File: config.mk
export PLATFORM = sky130hd
export DESIGN_NAME = bfloat_lane_serializer_flat
export DESIGN_NICKNAME = d
export VERILOG_FILES = /design/src/rtl/bf16_pkg.sv /design/src/rtl/bfloat_lane_serializer_if.sv /design/src/rtl/bfloat_class.sv /design/src/rtl/bfloat_lane_serializer.sv /design/src/flat_wrapper.sv
export SDC_FILE = /design/constraint.sdc
export NUM_CORES = 1
export LEC_CHECK = 0
export CAP_MARGIN = 20
export CORE_AREA = 3 3 63 65
export CTS_CLUSTER_DIAMETER = 30
export CTS_CLUSTER_SIZE = 40
export DETAILED_ROUTE_END_ITERATION = 12
export DIE_AREA = 0 0 66 68
export PLACE_DENSITY = 0.9
export SYNTH_ARGS = -nofsm -noshare
export SYNTH_HDL_FRONTEND = slang
export SYNTH_SLANG_ARGS = --single-unit
File: constraint.sdc
create_clock -name clk1 -period 2.15 [get_ports clk1]
set_input_delay 0.43 -clock clk1 [delete_from_list [all_inputs] [get_ports clk1]]
set_output_delay 0.43 -clock clk1 [all_outputs]
set_load 0.01 [all_outputs]
File: src/rtl/bf16_pkg.sv
// Shared bfloat16 types and constants for the lane serializer.
// Also holds the serializer FSM state type.
package bf16_pkg;

  typedef logic [15:0] bf16_t;

  localparam int unsigned BF16_EXP_W  = 8;
  localparam int unsigned BF16_MANT_W = 7;
  localparam logic [BF16_EXP_W-1:0] BF16_EXP_MAX = 8'hFF;

  typedef enum logic {
    StIdle,
    StShift
  } ser_state_e;

endpackage

File: src/rtl/bfloat_lane_serializer_if.sv
// Handshake bundle for the lane serializer: packed-word input side and lane-beat output side.
// The slave modport belongs to the serializer; the master modport belongs to its environment.
interface bfloat_lane_serializer_if
  import bf16_pkg::*;
#(
  parameter int unsigned N = 2
);

  localparam int unsigned LW = (N > 1) ? $clog2(N) : 1;

  logic              in_valid;
  logic              in_ready;
  logic [16*N-1:0]   in_data;
  logic              out_valid;
  logic              out_ready;
  bf16_t             out_data;
  logic [LW-1:0]     out_lane;
  logic              out_last;
  logic              out_nan;

  modport slave (
    input  in_valid, in_data, out_ready,
    output in_ready, out_valid, out_data, out_lane, out_last, out_nan
  );

  modport master (
    output in_valid, in_data, out_ready,
    input  in_ready, out_valid, out_data, out_lane, out_last, out_nan
  );

endinterface

File: src/rtl/bfloat_class.sv
// Combinational bfloat16 classifier: flags NaN, +/-infinity and +/-zero.
module bfloat_class
  import bf16_pkg::*;
(
  input  bf16_t value,
  output logic  is_nan,
  output logic  is_inf,
  output logic  is_zero
);

  logic [BF16_EXP_W-1:0]  exp_f;
  logic [BF16_MANT_W-1:0] mant_f;

  assign exp_f  = value[14:7];
  assign mant_f = value[6:0];

  assign is_nan  = (exp_f == BF16_EXP_MAX) && (mant_f != '0);
  assign is_inf  = (exp_f == BF16_EXP_MAX) && (mant_f == '0);
  assign is_zero = (exp_f == '0) && (mant_f == '0);

endmodule

File: src/rtl/bfloat_lane_serializer.sv
// Serializes an N-lane packed bfloat16 word into N single-lane beats, lane 0 first,
// accepting the next word on the last beat so back-to-back words have no bubble.
module bfloat_lane_serializer
  import bf16_pkg::*;
#(
  parameter int unsigned N = 2
) (
  input logic                   clk1,
  input logic                   rst1_n,
  bfloat_lane_serializer_if.slave bus
);

  localparam int unsigned LW = (N > 1) ? $clog2(N) : 1;

  ser_state_e        state_q, state_d;
  logic [LW-1:0]     lane_q, lane_d;
  bf16_t [N-1:0]     hold_q, hold_d;

  logic shift;
  logic last;
  logic accept;
  logic is_inf;
  logic is_zero;

  assign shift = (state_q == StShift);
  assign last  = (lane_q == LW'(N - 1));

  // Gated by reset so nothing is accepted while reset is held.
  assign bus.in_ready  = rst1_n && (!shift || (last && bus.out_ready));
  assign accept        = bus.in_valid && bus.in_ready;

  assign bus.out_valid = shift;
  assign bus.out_last  = shift && last;
  assign bus.out_lane  = lane_q;

  if (N == 1) begin : g_single
    assign bus.out_data = hold_q[0];
  end else begin : g_multi
    assign bus.out_data = hold_q[lane_q];
  end

  always_comb begin
    state_d = state_q;
    lane_d  = lane_q;
    hold_d  = hold_q;
    case (state_q)
      StIdle: begin
        if (accept) begin
          hold_d  = bus.in_data;
          lane_d  = '0;
          state_d = StShift;
        end
      end
      StShift: begin
        if (bus.out_ready) begin
          if (!last) begin
            lane_d = lane_q + LW'(1);
          end else if (accept) begin
            hold_d = bus.in_data;
            lane_d = '0;
          end else begin
            lane_d  = '0;
            state_d = StIdle;
          end
        end
      end
      default: state_d = StIdle;
    endcase
  end

  always_ff @(posedge clk1 or negedge rst1_n) begin
    if (!rst1_n) begin
      state_q <= StIdle;
      lane_q  <= '0;
      hold_q  <= '0;
    end else begin
      state_q <= state_d;
      lane_q  <= lane_d;
      hold_q  <= hold_d;
    end
  end

  bfloat_class u_class (
    .value   (bus.out_data),
    .is_nan  (bus.out_nan),
    .is_inf  (is_inf),
    .is_zero (is_zero)
  );

  // The three classes are disjoint encodings.
  class_exclusive_a : assert property (@(posedge clk1) disable iff (!rst1_n)
    !(bus.out_nan && (is_inf || is_zero)) && !(is_inf && is_zero));

endmodule

File: src/flat_wrapper.sv
// flat-port wrapper written by rule: the top's interface ports become plain ports
module bfloat_lane_serializer_flat import bf16_pkg::*;
#(
  parameter int unsigned N = 2
)
  (clk1, rst1_n, bus_in_valid, bus_in_data, bus_out_ready, bus_in_ready, bus_out_valid, bus_out_data, bus_out_lane, bus_out_last, bus_out_nan);
  bfloat_lane_serializer_if #(.N(N)) bus_i ();
  input logic clk1;
  input logic rst1_n;
  input wire logic [$bits(bus_i.in_valid)-1:0] bus_in_valid;
  input wire logic [$bits(bus_i.in_data)-1:0] bus_in_data;
  input wire logic [$bits(bus_i.out_ready)-1:0] bus_out_ready;
  output wire logic [$bits(bus_i.in_ready)-1:0] bus_in_ready;
  output wire logic [$bits(bus_i.out_valid)-1:0] bus_out_valid;
  output wire logic [$bits(bus_i.out_data)-1:0] bus_out_data;
  output wire logic [$bits(bus_i.out_lane)-1:0] bus_out_lane;
  output wire logic [$bits(bus_i.out_last)-1:0] bus_out_last;
  output wire logic [$bits(bus_i.out_nan)-1:0] bus_out_nan;
  assign bus_i.in_valid = bus_in_valid;
  assign bus_i.in_data = bus_in_data;
  assign bus_i.out_ready = bus_out_ready;
  assign bus_in_ready = bus_i.in_ready;
  assign bus_out_valid = bus_i.out_valid;
  assign bus_out_data = bus_i.out_data;
  assign bus_out_lane = bus_i.out_lane;
  assign bus_out_last = bus_i.out_last;
  assign bus_out_nan = bus_i.out_nan;
  bfloat_lane_serializer #(.N(N)) u_core (.clk1(clk1), .rst1_n(rst1_n), .bus(bus_i));
endmodule
**Word-level counts from Yosys, hierarchy flattened**

Cells that the tools add are included.

- Register bits after elaboration: 34
- Memory bits (writable): 0
- Bits of input ports: 36
- Memories kept: 0
- Bits in read-only memories: 0
- Latch bits: 0
- Logic and storage cells: 35
- Output and inout bits: 21

- $mul: 0
- $add $sub $neg: 1
- Eq/ne operators: 4
- Magnitude comparators: 1
- Bitwise gates (word level): 1
- Reductions and logical operators: 10
- Shift operators: 0
- Div/mod/pow operators: 0
- Multiplexer cells: 14

Operators with widths:

| cell | number |
|---|---|
| $mux W32 | 3 |
| $pmux W32 S2 | 1 |
| $mux W16 | 2 |
| $eq A8 B8 Y1 const B | 1 |
| $reduce_bool A7 Y1 | 1 |
| $mux W1 | 6 |
| $logic_and A1 B1 Y1 | 5 |
| $ne A2 B2 Y1 const B | 2 |
| $pmux W1 S2 | 2 |
| $reduce_and A2 Y1 | 2 |
| $lt A1 B2 Y1 const B | 1 |
| $ne A2 B1 Y1 const B | 1 |
| $add A1 B1 Y1 const B | 1 |
| $logic_not A1 Y1 | 1 |
| $logic_or A1 B1 Y1 | 1 |
| $not A1 Y1 | 1 |

**Logic depth before layout (Yosys ltp)**

- Depth after elaboration: 8
- Gate-level depth with buffers: 4
- Gate-level depth less buffers: 3

**By module**

A second synthesis with hierarchy kept.

- Cells, all modules: 108
- Area total of the unflattened synthesis: 1584.0 um^2

Modules (own cells, without submodules):

| module | seq. area each (um^2) | instances | area each (um^2) | cells each |
|---|---|---|---|---|
| bfloat_lane_serializer | 850.8 | 1 | 1495.2 | 97 |
| bfloat_class | 0.0 | 1 | 88.8 | 11 |

**Least setup slack after synthesis**

Ideal clock, no wire load.

- Path type: register to output
- From: register u_core.lane_q, in the netlist u_core.bus.out_lane
- To: output bus_out_nan
- Cell stages (with the launch flop): 5
- Path slack: 0.381 ns
- Buffers on the path: 1
- Data required time: 1.720 ns
- Data arrival time: 1.339 ns
- Path through: dfrtp_1 -> buf_6 -> mux2_2 -> nor4_2 -> a211oi_1

- Word-level cells in the longest chain between the ends: 4
- Elaborated cells on any way between the ends: 5
- Those cells by class: eq/ne: 1; mux: 2; reduce/logical: 2

Ends and longest elaborated chain:

| element | RTL line | RTL |
|---|---|---|
| start, declared | bfloat_lane_serializer.sv:16 | `logic [LW-1:0] lane_q, lane_d;` |
| start signal, assigned | bfloat_lane_serializer.sv:78 | `lane_q <= lane_d;` |
| $mux W16 (implied by the code) (2 in series) | bfloat_lane_serializer.sv:39 | `assign bus.out_data = hold_q[lane_q];` |
| net bus_out_data[0] | flat_wrapper.sv:15 | `output wire logic [$bits(bus_i.out_data)-1:0] bus_out_data;` |
| $reduce_bool A7 Y1 | bfloat_class.sv:17 | `assign is_nan = (exp_f == BF16_EXP_MAX) && (mant_f != '0);` |
| $logic_and A1 B1 Y1 | bfloat_class.sv:17 |  |
| end, declared | flat_wrapper.sv:18 | `output wire logic [$bits(bus_i.out_nan)-1:0] bus_out_nan;` |

The timed path passes the listed nets, and every way through them passes these cells. The select of a mux whose other input is x is not followed.

**Final worst setup path**

- From: register u_core.lane_q, in the netlist u_core.bus.out_lane
- To: output bus_out_nan

- Word-level cells in the longest chain between the ends: 4
- Elaborated cells on any way between the ends: 5
- Those cells by class: eq/ne: 1; mux: 2; reduce/logical: 2

Ends and longest elaborated chain:

| element | RTL line |
|---|---|
| $mux W16 (implied by the code) (*) (2 in series) | bfloat_lane_serializer.sv:39 |
| $eq A8 B8 Y1 or $reduce_bool A7 Y1 (tied branches) | bfloat_class.sv:17 |
| $logic_and A1 B1 Y1 (*) | bfloat_class.sv:17 |

Mark *: on every way between the ends. The rest lies on a longest branch, timed or not. The select of a mux whose other input is x is not followed.

==> impl_metrics.ini <==
[yosys]
synth-main-ff-cell = dfrtp_1
yosysSeqAreaShare = 0.544
synthCells = 103
synth_top_cell_area_share = 0.544
synth.largest_area_cell = dfrtp_1
synth_nets = 139
ys.warnings.count = 0
synth_xor_xnor_area_share = 0
synth_compound_area_frac = 0.0248
synth.cell_area_um2 = 1560
synth-seq-cells = 34
yosys-top-cells-count = 45 x mux2_2, 34 x dfrtp_1, 4 x buf_6
synth_top_family_by_area = multiplexers
yosysMostFrequentCell = mux2_2
synth_fa_ha_area_frac = 0
synth-simple-area-share = 0.0488
synth_edf_count = 0
avgSynthCellArea_um2 = 15.2
synthArstFlopShare = 1.00
synth.area.top_cells = dfrtp_1 54%, mux2_2 32%, buf_6 2.9%
yosysUniqueCellTypes = 20
synthMuxAreaShare = 0.348

[worst_setup_path]
cp_num_cells = 5
worstPathArrival_ps = 1740
crit_type = reg2out
crit_path_start_kind = flip-flop
r2r_slack_ps = 350
path_cells = buf_6, mux2_2, nor3_2, a211oi_2, clkbuf_2
required_ps = 1720
critPathTopFamily = flip-flops
reg2reg_depth = 7
critPathMaxFanout = 7
end_kind = primary output
crit_start = u_core.bus.out_lane
timing.rr.start = u_core.bus.out_lane
slowest_stage = dfrtp_2
worst-path-buf-inv = 2
slowest_delay_ps = 460

[hold_path]
min_path_type = in2async

[timing]
tightest_slew_ps = 293
setup_tns_ps = -43.4
slew_headroom = 0.805
slew_violations = 0
worst_slack_ps = -17.2
finalHoldViolations = 0
timing.fmax_ghz = 0.461
rsz0062_at_grt = true
whs_ps = 506
setup_viol_count_final = 3
fin_skew_ps = 4.06
period_needed_ps = 2170
fin_crit_sh = 1.01

[clock_tree]
clock_latency_ps = 320
numCtsBuffers = 5
htreeDepth = 2
cts_hold_buf = 0
clock_path_buffers = 2
clk_pin_slew_ps = 90
clock_sinks = 34
cts_tree = done
root_buffer = clkbuf_4

[detailed_routing]
drt-wirelength-per-cell_um = 17.4
firstDrtPassIters = 5
viasPerCell = 5.10
drtIter0Drc = 16
ant_nets = 0
drc = 0
num_vias = 1122
wl_um = 3820

[die]
initial_utilization = 0.461
fp.dieW_um = 66
dieHeight_um = 68
rows = 21
coreArea_um2 = 3390
ios = 57
die_area_um2 = 4490

[global_route]
grt_pass1_vias = 1246
grt_pass1_wl_um = 5930
grt.total_usage = 0.180
grt_antenna_before_repair = 0
overflow = 0
grt_max_degree = 24

[finish]
nNetsFinal = 210
area_growth_pct = 47.3
fillers = 255
n_antenna_cell = 0
drive_gt1_frac = 0.414
final_cells = 220
final_area_um2 = 2300

[placement]
gp_congestion = 0.815
port_buffers = 56
dp.cells = 212
hpwlAfterDp_um = 2890
placed_area_um2 = 2230

[run]
cap_violations = 0

[pwr]
ir_worst_vdd_mv = 0.742
p_leak_nw = 1.01
power_per_cell_area_nw_per_um2 = 1380

[run_status]
status = complete, but fails checks
violations = setup timing
[cells by family after synthesis]
kind of cell | Yosys count
muxes | 48
DFF | 34
and+or+nand+nor | 11
AOI/OAI and AO/OA | 5
buffers and inverters | 5
[layout make-up]
class	count	area, um^2	area share
Tap cell	46	57.6	0.0250
Multi-Input combinational cell	64	689	0.299
Sequential cell	34	852	0.370
Clock buffer	7	45.0	0.0196
Timing Repair Buffer	69	658	0.286
[path summary, 6_finish.rpt]
path                                       endpoint
worst max-delay path                    bus_out_nan
worst min-delay path              u_core.hold_q[15]
worst max register to register    u_core.hold_q[31]
worst min register to register    u_core.hold_q[27]
max in group asynchronous       u_core.bus.out_lane
min in group clk1                 u_core.hold_q[27]
[sequential cells by signal, indices dropped and copies added (netlist names)]
signal and flops:
u_core.bus.out_lane 1, u_core.hold_q 32, u_core.bus.out_valid 1
[cells in the final DEF (no fill, tap or decap), drive strengths merged]
master         netlist  layout
o211ai               2       2
dlymetal6s2s         0       3
a211oi               1       1
nor4                 1       1
mux2                48      48
buf                  5      13
a21boi               1       1
and2                 1       1
nor2                 1       1
clkbuf               0       8
dlygate4sd2          0      15
and3                 1       1
o21ai                1       1
clkdlybuf4s50        0      37
nand2                2       2
and3b                1       1
nor2b                1       1
dfrtp               34      34
nand2b               1       1
nand4                1       1
nor3                 1       1
[stage by stage]
step	util	power, mW	setup WS (ps)
after floorplan	-	2.03	381
after global placement	0.658	2.87	-63.6
after detailed placement	0.658	2.93	-70.9
after CTS	0.672	3.15	-168
after global routing	0.679	3.38	-116
final	0.679	3.17	-17.2
[power by group]
part           internal [mW]  switching [mW]  total, mW
clock network          0.123           0.192      0.315
registers              0.964           0.213       1.18
logic                   1.01           0.676       1.68
[routing by layer]
metal,vias to the layer above,wire (um),track usage
met3,8,285,0.0624
met5,-,0,0
met4,0,84,0.0863
met1,552,1500,0.201
met2,45,1950,0.310
li1,517,-,-
[timing repair]
item | CTS | global route
buffers inserted | 0 | 1
pin swaps | 0 | 1
resized for setup | 20 | 10
endpoints found under the setup margin | 18 | 8
Note: power is estimated with default switching activity, not from simulation.
